===== src/rtl/decay_event_fifo.sv =====
// decay_event_fifo
//
// Captures double-pulse trigger events into a small FIFO. Each event is
// stored as {time_tag, delta_time}. time_tag is a free-running cycle
// counter, and delta_time is the pulse separation supplied by the trigger
// stage. The block also counts how many events were seen and how many were
// lost to overflow.
//
// Ports
//   clk          rising-edge clock
//   rst_n        asynchronous active-low reset
//   double_trig  level flag from the trigger stage; one event per rising edge
//   delta_time   pulse separation, sampled on the cycle double_trig rises
//   clear        synchronous flush of FIFO contents and statistics
//   rd_en        read request; data appears one cycle later
//   rd_data      {time_tag, delta_time} of the popped entry
//   rd_valid     one-cycle strobe qualifying rd_data
//   empty, full  FIFO occupancy flags
//   level        number of stored entries
//   event_cnt    trigger rising edges since reset or clear (wraps)
//   drop_cnt     events lost because the FIFO was full (saturates)

module decay_event_fifo #(
    parameter int DEPTH = 16,
    parameter int TAG_W = 16
) (
    input  logic                     clk,
    input  logic                     rst_n,
    input  logic                     double_trig,
    input  logic [15:0]              delta_time,
    input  logic                     clear,
    input  logic                     rd_en,
    output logic [TAG_W+15:0]        rd_data,
    output logic                     rd_valid,
    output logic                     empty,
    output logic                     full,
    output logic [$clog2(DEPTH):0]   level,
    output logic [31:0]              event_cnt,
    output logic [15:0]              drop_cnt
);

    localparam int AW = $clog2(DEPTH);
    localparam int DW = TAG_W + 16;
    localparam logic [AW:0] LEVEL_FULL = (AW+1)'(DEPTH);

    logic              trig_q;
    logic [TAG_W-1:0]  time_tag;
    logic [AW-1:0]     wr_ptr;
    logic [AW-1:0]     rd_ptr;
    logic [DW-1:0]     mem [DEPTH];

    logic wr_event;
    logic is_empty;
    logic is_full;
    logic do_read;
    logic do_write;
    logic do_drop;

    // On a full FIFO, a write is still accepted when a read happens in the
    // same cycle, because the read frees the slot being written. A read
    // never falls through an empty FIFO. clear overrides everything.
    always_comb begin
        wr_event = double_trig & ~trig_q;
        is_empty = (level == '0);
        is_full  = (level == LEVEL_FULL);
        do_read  = rd_en & ~is_empty & ~clear;
        do_write = wr_event & ~clear & (~is_full | do_read);
        do_drop  = wr_event & ~clear & is_full & ~do_read;
    end

    assign empty = is_empty;
    assign full  = is_full;

    // Storage has no reset so that it maps onto block RAM. When the FIFO is
    // full, wr_ptr equals rd_ptr. The read below then takes the old word
    // before this write replaces it.
    always_ff @(posedge clk) begin
        if (do_write) begin
            mem[wr_ptr] <= {time_tag, delta_time};
        end
    end

    always_ff @(posedge clk or negedge rst_n) begin
        if (!rst_n) begin
            trig_q    <= 1'b0;
            time_tag  <= '0;
            wr_ptr    <= '0;
            rd_ptr    <= '0;
            level     <= '0;
            event_cnt <= '0;
            drop_cnt  <= '0;
            rd_valid  <= 1'b0;
            rd_data   <= '0;
        end else begin
            trig_q   <= double_trig;
            time_tag <= time_tag + TAG_W'(1);

            if (clear) begin
                wr_ptr    <= '0;
                rd_ptr    <= '0;
                level     <= '0;
                event_cnt <= '0;
                drop_cnt  <= '0;
                rd_valid  <= 1'b0;
            end else begin
                rd_valid <= do_read;

                if (wr_event) begin
                    event_cnt <= event_cnt + 32'd1;
                end

                if (do_drop && drop_cnt != 16'hFFFF) begin
                    drop_cnt <= drop_cnt + 16'd1;
                end

                if (do_write) begin
                    wr_ptr <= wr_ptr + AW'(1);
                end

                if (do_read) begin
                    rd_ptr  <= rd_ptr + AW'(1);
                    rd_data <= mem[rd_ptr];
                end

                case ({do_write, do_read})
                    2'b10:   level <= level + (AW+1)'(1);
                    2'b01:   level <= level - (AW+1)'(1);
                    default: level <= level;
                endcase
            end
        end
    end

endmodule


===== config.mk =====
export PLATFORM = sky130hd
export DESIGN_NAME = decay_event_fifo
export DESIGN_NICKNAME = d
export VERILOG_FILES = /design/src/rtl/decay_event_fifo.sv
export SDC_FILE = /design/constraint.sdc
export NUM_CORES = 1
export LEC_CHECK = 0
export BUFFER_PORTS_ARGS = -buffer_cell sky130_fd_sc_hd__buf_4
export CAP_MARGIN = 20
export CORE_ASPECT_RATIO = 2
export CORE_MARGIN = 3
export CORE_UTILIZATION = 45
export CTS_CLUSTER_SIZE = 12
export DETAILED_ROUTE_END_ITERATION = 6
export RECOVER_POWER = 100
export SLEW_MARGIN = 40
export SYNTH_ARGS = -nofsm -noshare
export SYNTH_HDL_FRONTEND = slang
export SYNTH_SLANG_ARGS = --single-unit

===== constraint.sdc =====
create_clock -name clk -period 4.98 [get_ports clk]
set_clock_uncertainty 0.1 [all_clocks]
set_input_delay 0.249 -clock clk [delete_from_list [all_inputs] [get_ports clk]]
set_output_delay 0.249 -clock clk [all_outputs]
set_load 0.005 [all_outputs]

=== Yosys cells after proc, flatten, opt, wreduce, memory -nomap -nowiden ===
Memories as Yosys holds them, arrays and structs flattened. A register that Yosys moved wholly into a read port is not among the register bits.
Cells that the tools add are included.

* Register bits: 79
* Bits in writable memories: 512
* Output and inout port bits: 88
* Memories: 1

{| class="wikitable"
|+ Memory list
! memory !! depth !! bits a word !! read ports !! clocked after memory_dff !! wr ports !! line !! source
|-
| mem || 16 || 32 || 1 || 1 || 1 || 50 || <nowiki>logic [DW-1:0] mem [DEPTH];</nowiki>
|}

* Add/subtract/negate cells: 7
* Eq/ne operators: 4
* Multiplexer cells: 13
* Bitwise logic cells: 13
* Reduce and logical (&&, ||, !) cells: 9

{| class="wikitable"
|+ Operator list
! operator !! number
|-
| $mux W32 || 2
|-
| $add A16 B1 Y16 const B || 2
|-
| $add A32 B1 Y32 const B || 1
|-
| $mux W16 || 2
|-
| $mux W4 || 4
|-
| $ne A16 B16 Y1 const B || 1
|-
| $pmux W5 S2 || 1
|-
| $add A4 B1 Y4 const B || 2
|-
| $reduce_bool A2 Y1 || 4
|-
| $and A1 B1 Y1 || 7
|-
| $add A5 B1 Y5 const B || 1
|-
| $eq A5 B5 Y1 const B || 1
|-
| $logic_not A5 Y1 || 1
|-
| $mux W5 || 1
|-
| $not A1 Y1 || 5
|-
| $sub A5 B1 Y5 const B || 1
|-
| $mux W1 || 3
|-
| $reduce_bool A3 Y1 || 1
|-
| $eq A2 B1 Y1 const B || 1
|-
| $eq A2 B2 Y1 const B || 1
|-
| $reduce_and A2 Y1 || 1
|-
| $logic_and A1 B1 Y1 || 1
|-
| $logic_not A1 Y1 || 1
|-
| $or A1 B1 Y1 || 1
|}

=== Logic depth before layout (Yosys ltp) ===
* Word-level depth: 9
* Mapped depth: 13
* Depth with buffers taken out: 12

=== Least setup slack after synthesis ===
No wires, ideal clock.

* Path type: reg-to-reg
* From: register level[4]
* To: memory mem[4][0] (netlist bit), enable pin
* Arrival: 3406 ps
* Required time: 4419 ps
* Slack: 1013 ps
* Stages on the path, launching flop included: 5
* Buffers on the path: 0
* Path through: dfrtp_1 -> nor2b_1 -> a211oi_1 -> nand2_1 -> nor3_1

* Cells in the longest elaborated chain, start to end: 8

{| class="wikitable"
|+ RTL lines
! item !! line !! source
|-
| start, declared || 37 || <nowiki>output logic [$clog2(DEPTH):0] level,</nowiki>
|-
| start signal, assigned || 126 || <nowiki>2'b10: level <= level + (AW+1)'(1);</nowiki>
|-
| start signal, assigned || 127 || <nowiki>2'b01: level <= level - (AW+1)'(1);</nowiki>
|-
| start signal, assigned || 128 || <nowiki>default: level <= level;</nowiki>
|-
| $logic_not A5 Y1 || 64 || <nowiki>is_empty = (level == '0);</nowiki>
|-
| $not A1 Y1 || 66 || <nowiki>do_read = rd_en & ~is_empty & ~clear;</nowiki>
|-
| $and A1 B1 Y1 (2 in a row) || 66 ||
|-
| $or A1 B1 Y1 (*) || 67 || <nowiki>do_write = wr_event & ~clear & (~is_full | do_read);</nowiki>
|-
| $and A1 B1 Y1 (*) || 67 ||
|-
| $mux W1 (*) || 78 || <nowiki>if (do_write) begin</nowiki>
|-
| $mux W1 (implied by the code) (*) || 79 || <nowiki>mem[wr_ptr] <= {time_tag, delta_time};</nowiki>
|-
| end, declared || 50 ||
|}

Every way passes the cells marked *; elsewhere a longest branch is shown, timed or not.

=== Worst setup path in the final report ===
* From: register level[4]
* To: memory mem[13][26] (netlist bit), enable pin

Same word-level chain as after synthesis.

==> key figures <==
Outcome
  • Status: finished with violations
  • Failing checks: capacitance limit, slew limit

Clock tree
  • Root buf cell: clkbuf_16
  • Num CTS Buffers: between 50 and 60
  • H-tree Lvls: 2
  • Resize count post-CTS: 0
  • CTS tree: built
  • Clock Tree Buf Depth: 3
  • CTS sink count: approximately 620
  • Clk_lat worst skew: around 600 ps
  • CTS clock-pin slew for the worst setup and hold paths: approximately 60 ps

Global route
  • First-pass GRT wire length: 82900 um
  • Largest net degree at the start of global routing: between 70 and 80
  • Vias in the first global route: 13200
  • GRT Overall Usage: 19.2%
  • Antenna violations before repair: 1
  • GRT overflow: 0

Logic synthesis
  • Cells after Synth: roughly 1300
  • Area contributors post-synth: edfxtp_1, mux4_2, dfrtp_1, mux2i_1, o221ai_2
  • Seq/Total Area, Yosys: between 70% and 80%
  • Most common flop cell mapped by yosys: edfxtp_1
  • Yosys reg bits: ~620
  • Syn avg cell area: 19.4 sq um
  • Post-synth EDFFs: roughly 510
  • Cell taking the most area after synthesis: edfxtp_1
  • Synth async-reset ratio: roughly 18%
  • Commonest cells post-synth: edfxtp_1, mux4_2, dfrtp_1, nor2_1, mux2i_1
  • Synth top area share: between 60% and 70%
  • Most frequent cell after synthesis: edfxtp_1
  • Cell area after synthesis: roughly 25000 sq um
  • Syn_nets: 1305
  • Synth Warn #: 0
  • Yosys cell types: 48

Critical path
  • Reg2reg setup slack: approximately 970 ps
  • Reg2reg end: mem[13][26]
  • Worst Path Required: just over 5000 ps
  • Worst r2r src: level[4]
  • CP startpoint kind: flop
  • R2R depth: 5
  • Critical Path AT: around 4100 ps
  • Crit path kind: reg2reg
  • Critical Path End Type: flop
  • Peak fanout along the critical path: 13
  • Worst Setup SP: level[4]

Floorplan
  • Row count: around 120
  • I/O pin cnt: 109
  • Initial Utilization: 45.5%
  • Die ar.: approximately 58000 sq um
  • Die W: ~170 um
  • CORE AREA: between 50000 and 60000 sq um
  • Chip height: between 300 and 400 um

Power and ir drop
  • Tot Pwr: about 12 mW
  • Gate power share: 12.7%
  • P_int: between 8 and 9 mW
  • Sw Pwr: approximately 2.8 mW
  • Leakage: ~9.4 nW
  • Sequential share of power: about half
  • Sw Ratio: 24.0%
  • VDD IR max: ~0.00028 V
  • Pwr dens: 417 nW/um^2
  • Clock Power Share: between 30 and 40%

STA
  • Pins Over Slew Limit: between 200 and 250
  • RSZ-0062 raised after global routing: no
  • Fin. Hold Viols: 0
  • Post-Route Setup TNS: 0 ps
  • Max Fclk: about 0.25 GHz
  • Tcrit/Tclk final: 80.5%
  • Headroom to the max-slew limit: -80.8%
  • Worst Tran Pin Value: about 2700 ps
  • Crit path time final: 4010 ps
  • Worst hold slack: 88.2 ps
  • Final setup fails: 0

Min path
  • HP Start: clear
  • Hold Crit Class: in2reg
  • Hold Path Stages: 2
  • Hold endpoint: event_cnt[30]

Placement
  • Gpl congestion: a little under 0.8
  • IO buf count: around 110
  • Inst Count DP: 2027
  • Hpwl dp: 31400 um

Finish
  • Finished Layout Cells: roughly 2200
  • Final Util: 51.3%
  • Share of cells above drive strength 1: 20.0%
  • Layout area overhead: 12.6%
  • Fillers: approximately 4400
  • Nets: 1464

Detailed routing
  • # DRC: 0
  • WL final: 54700 um
  • Initial DRT Pass Iterations: 5
  • Drt wl/cell: about 25 um
  • Iter 0 DRT Violations: between 800 and 900
  • DR vias/cell: around 5.8
  • Via count: ~12000
  • Routed Antenna Nets: 0

Flow run
  • Number of max-cap violations: 10
[cells in the final DEF (no fill, tap or decap), drive strengths merged, types with 14 or more instances in the layout]
master and n:
clkbuf 235, nor3 17, xor2 32, nor2 74
mux2i 65, nand4 19, nand2 58, mux4 128
inv 14, nand3 33, dlygate4sd3 19, xnor2 36
edfxtp 512, nor4 14, o221ai 32, dfrtp 111
[per-stage QoR]
| step | worst slack [ps] | instance area, sq um |
|---|---|---|
| 2_1_floorplan | 1010 | 24700 |
| 3_3_place_gp | 1750 | 26400 |
| 3_5_place_dp | 1660 | 26500 |
| 4_1_cts | 1650 | 28400 |
| 5_1_grt | 730 | 27900 |
| 6_report | 970 | 27900 |
[cells by family after synthesis]
logic type      Yosys count  share of synthesized area [%]
buf+inv                  73                           1.52
flops                   623                           73.4
mux                     197                           14.5
simple gates            252                           5.29
xor+xnor                 68                           2.41
fa+ha+maj                12                          0.637
compound gates           47                           2.30
[how the worst max path moves through the flow]
stage / to / slack (ps) / depth (start not counted)
2_1_floorplan: mem[4][0] / 1010 / 4
3_3_place_gp: level[4] / 1750 / 12
3_5_place_dp: level[4] / 1660 / 12
4_1_cts: level[4] / 1650 / 12
5_1_grt: mem[13][23] / 730 / 5
6_report: mem[13][26] / 970 / 5
[timing repair]
item | 4_1_cts | 5_1_grt
hold buffers | 19 | 0
setup buffers | 0 | 0
hold endpoints to repair | 331 | 0
[power groups by stage]
stage	clock network [mW]	registers (mW)	logic, mW
2_1_floorplan	0	5.99	1.14
3_3_place_gp	0	6.13	1.63
3_5_place_dp	0	6.13	1.66
4_1_cts	4.25	6.02	1.67
5_1_grt	4.44	6.03	1.61
6_report	4.13	6.01	1.48
[area by class of cell]
| cell class | count | area, sq um | area share [%] |
|---|---|---|---|
| flip-flops and latches | 623 | 18200 | 65.2 |
| repair buffers | 158 | 1050 | 3.77 |
| clock inverters | 1 | 5.00 | 0.0180 |
| well taps | 676 | 846 | 3.04 |
| multi-input cells | 576 | 6010 | 21.6 |
| clock buffers | 109 | 1730 | 6.20 |
| inverters | 14 | 55.1 | 0.198 |
| diodes | 1 | 2.50 | 0.00898 |
[routing by layer]
| layer | GRT usage [%] | vias up | wire (um) |
|---|---|---|---|
| li1 | - | 5395 | - |
| met1 | 23.2 | 6594 | 21000 |
| met2 | 35.6 | 333 | 29900 |
| met3 | 2.29 | 88 | 2250 |
| met4 | 5.97 | 0 | 1480 |
| met5 | 0 | - | 0 |
[state kept, by name, summed over array words and instances, names as in the netlist]
| name | count |
|---|---|
| drop_cnt | 16 |
| event_cnt | 32 |
| level | 5 |
| mem | 512 |
| rd_data | 32 |
| rd_ptr | 4 |
| rd_valid | 1 |
| time_tag | 16 |
| trig_q | 1 |
| wr_ptr | 4 |
[worst max-delay path, cell delays in order, from the launching register on]
cell	delay, ps
dfrtp_1	460
nor2b_1	200
a211oi_1	520
nand3_1	350
nor2_1	1420
clkbuf_1	590
Power figures use the tool's default switching activity.
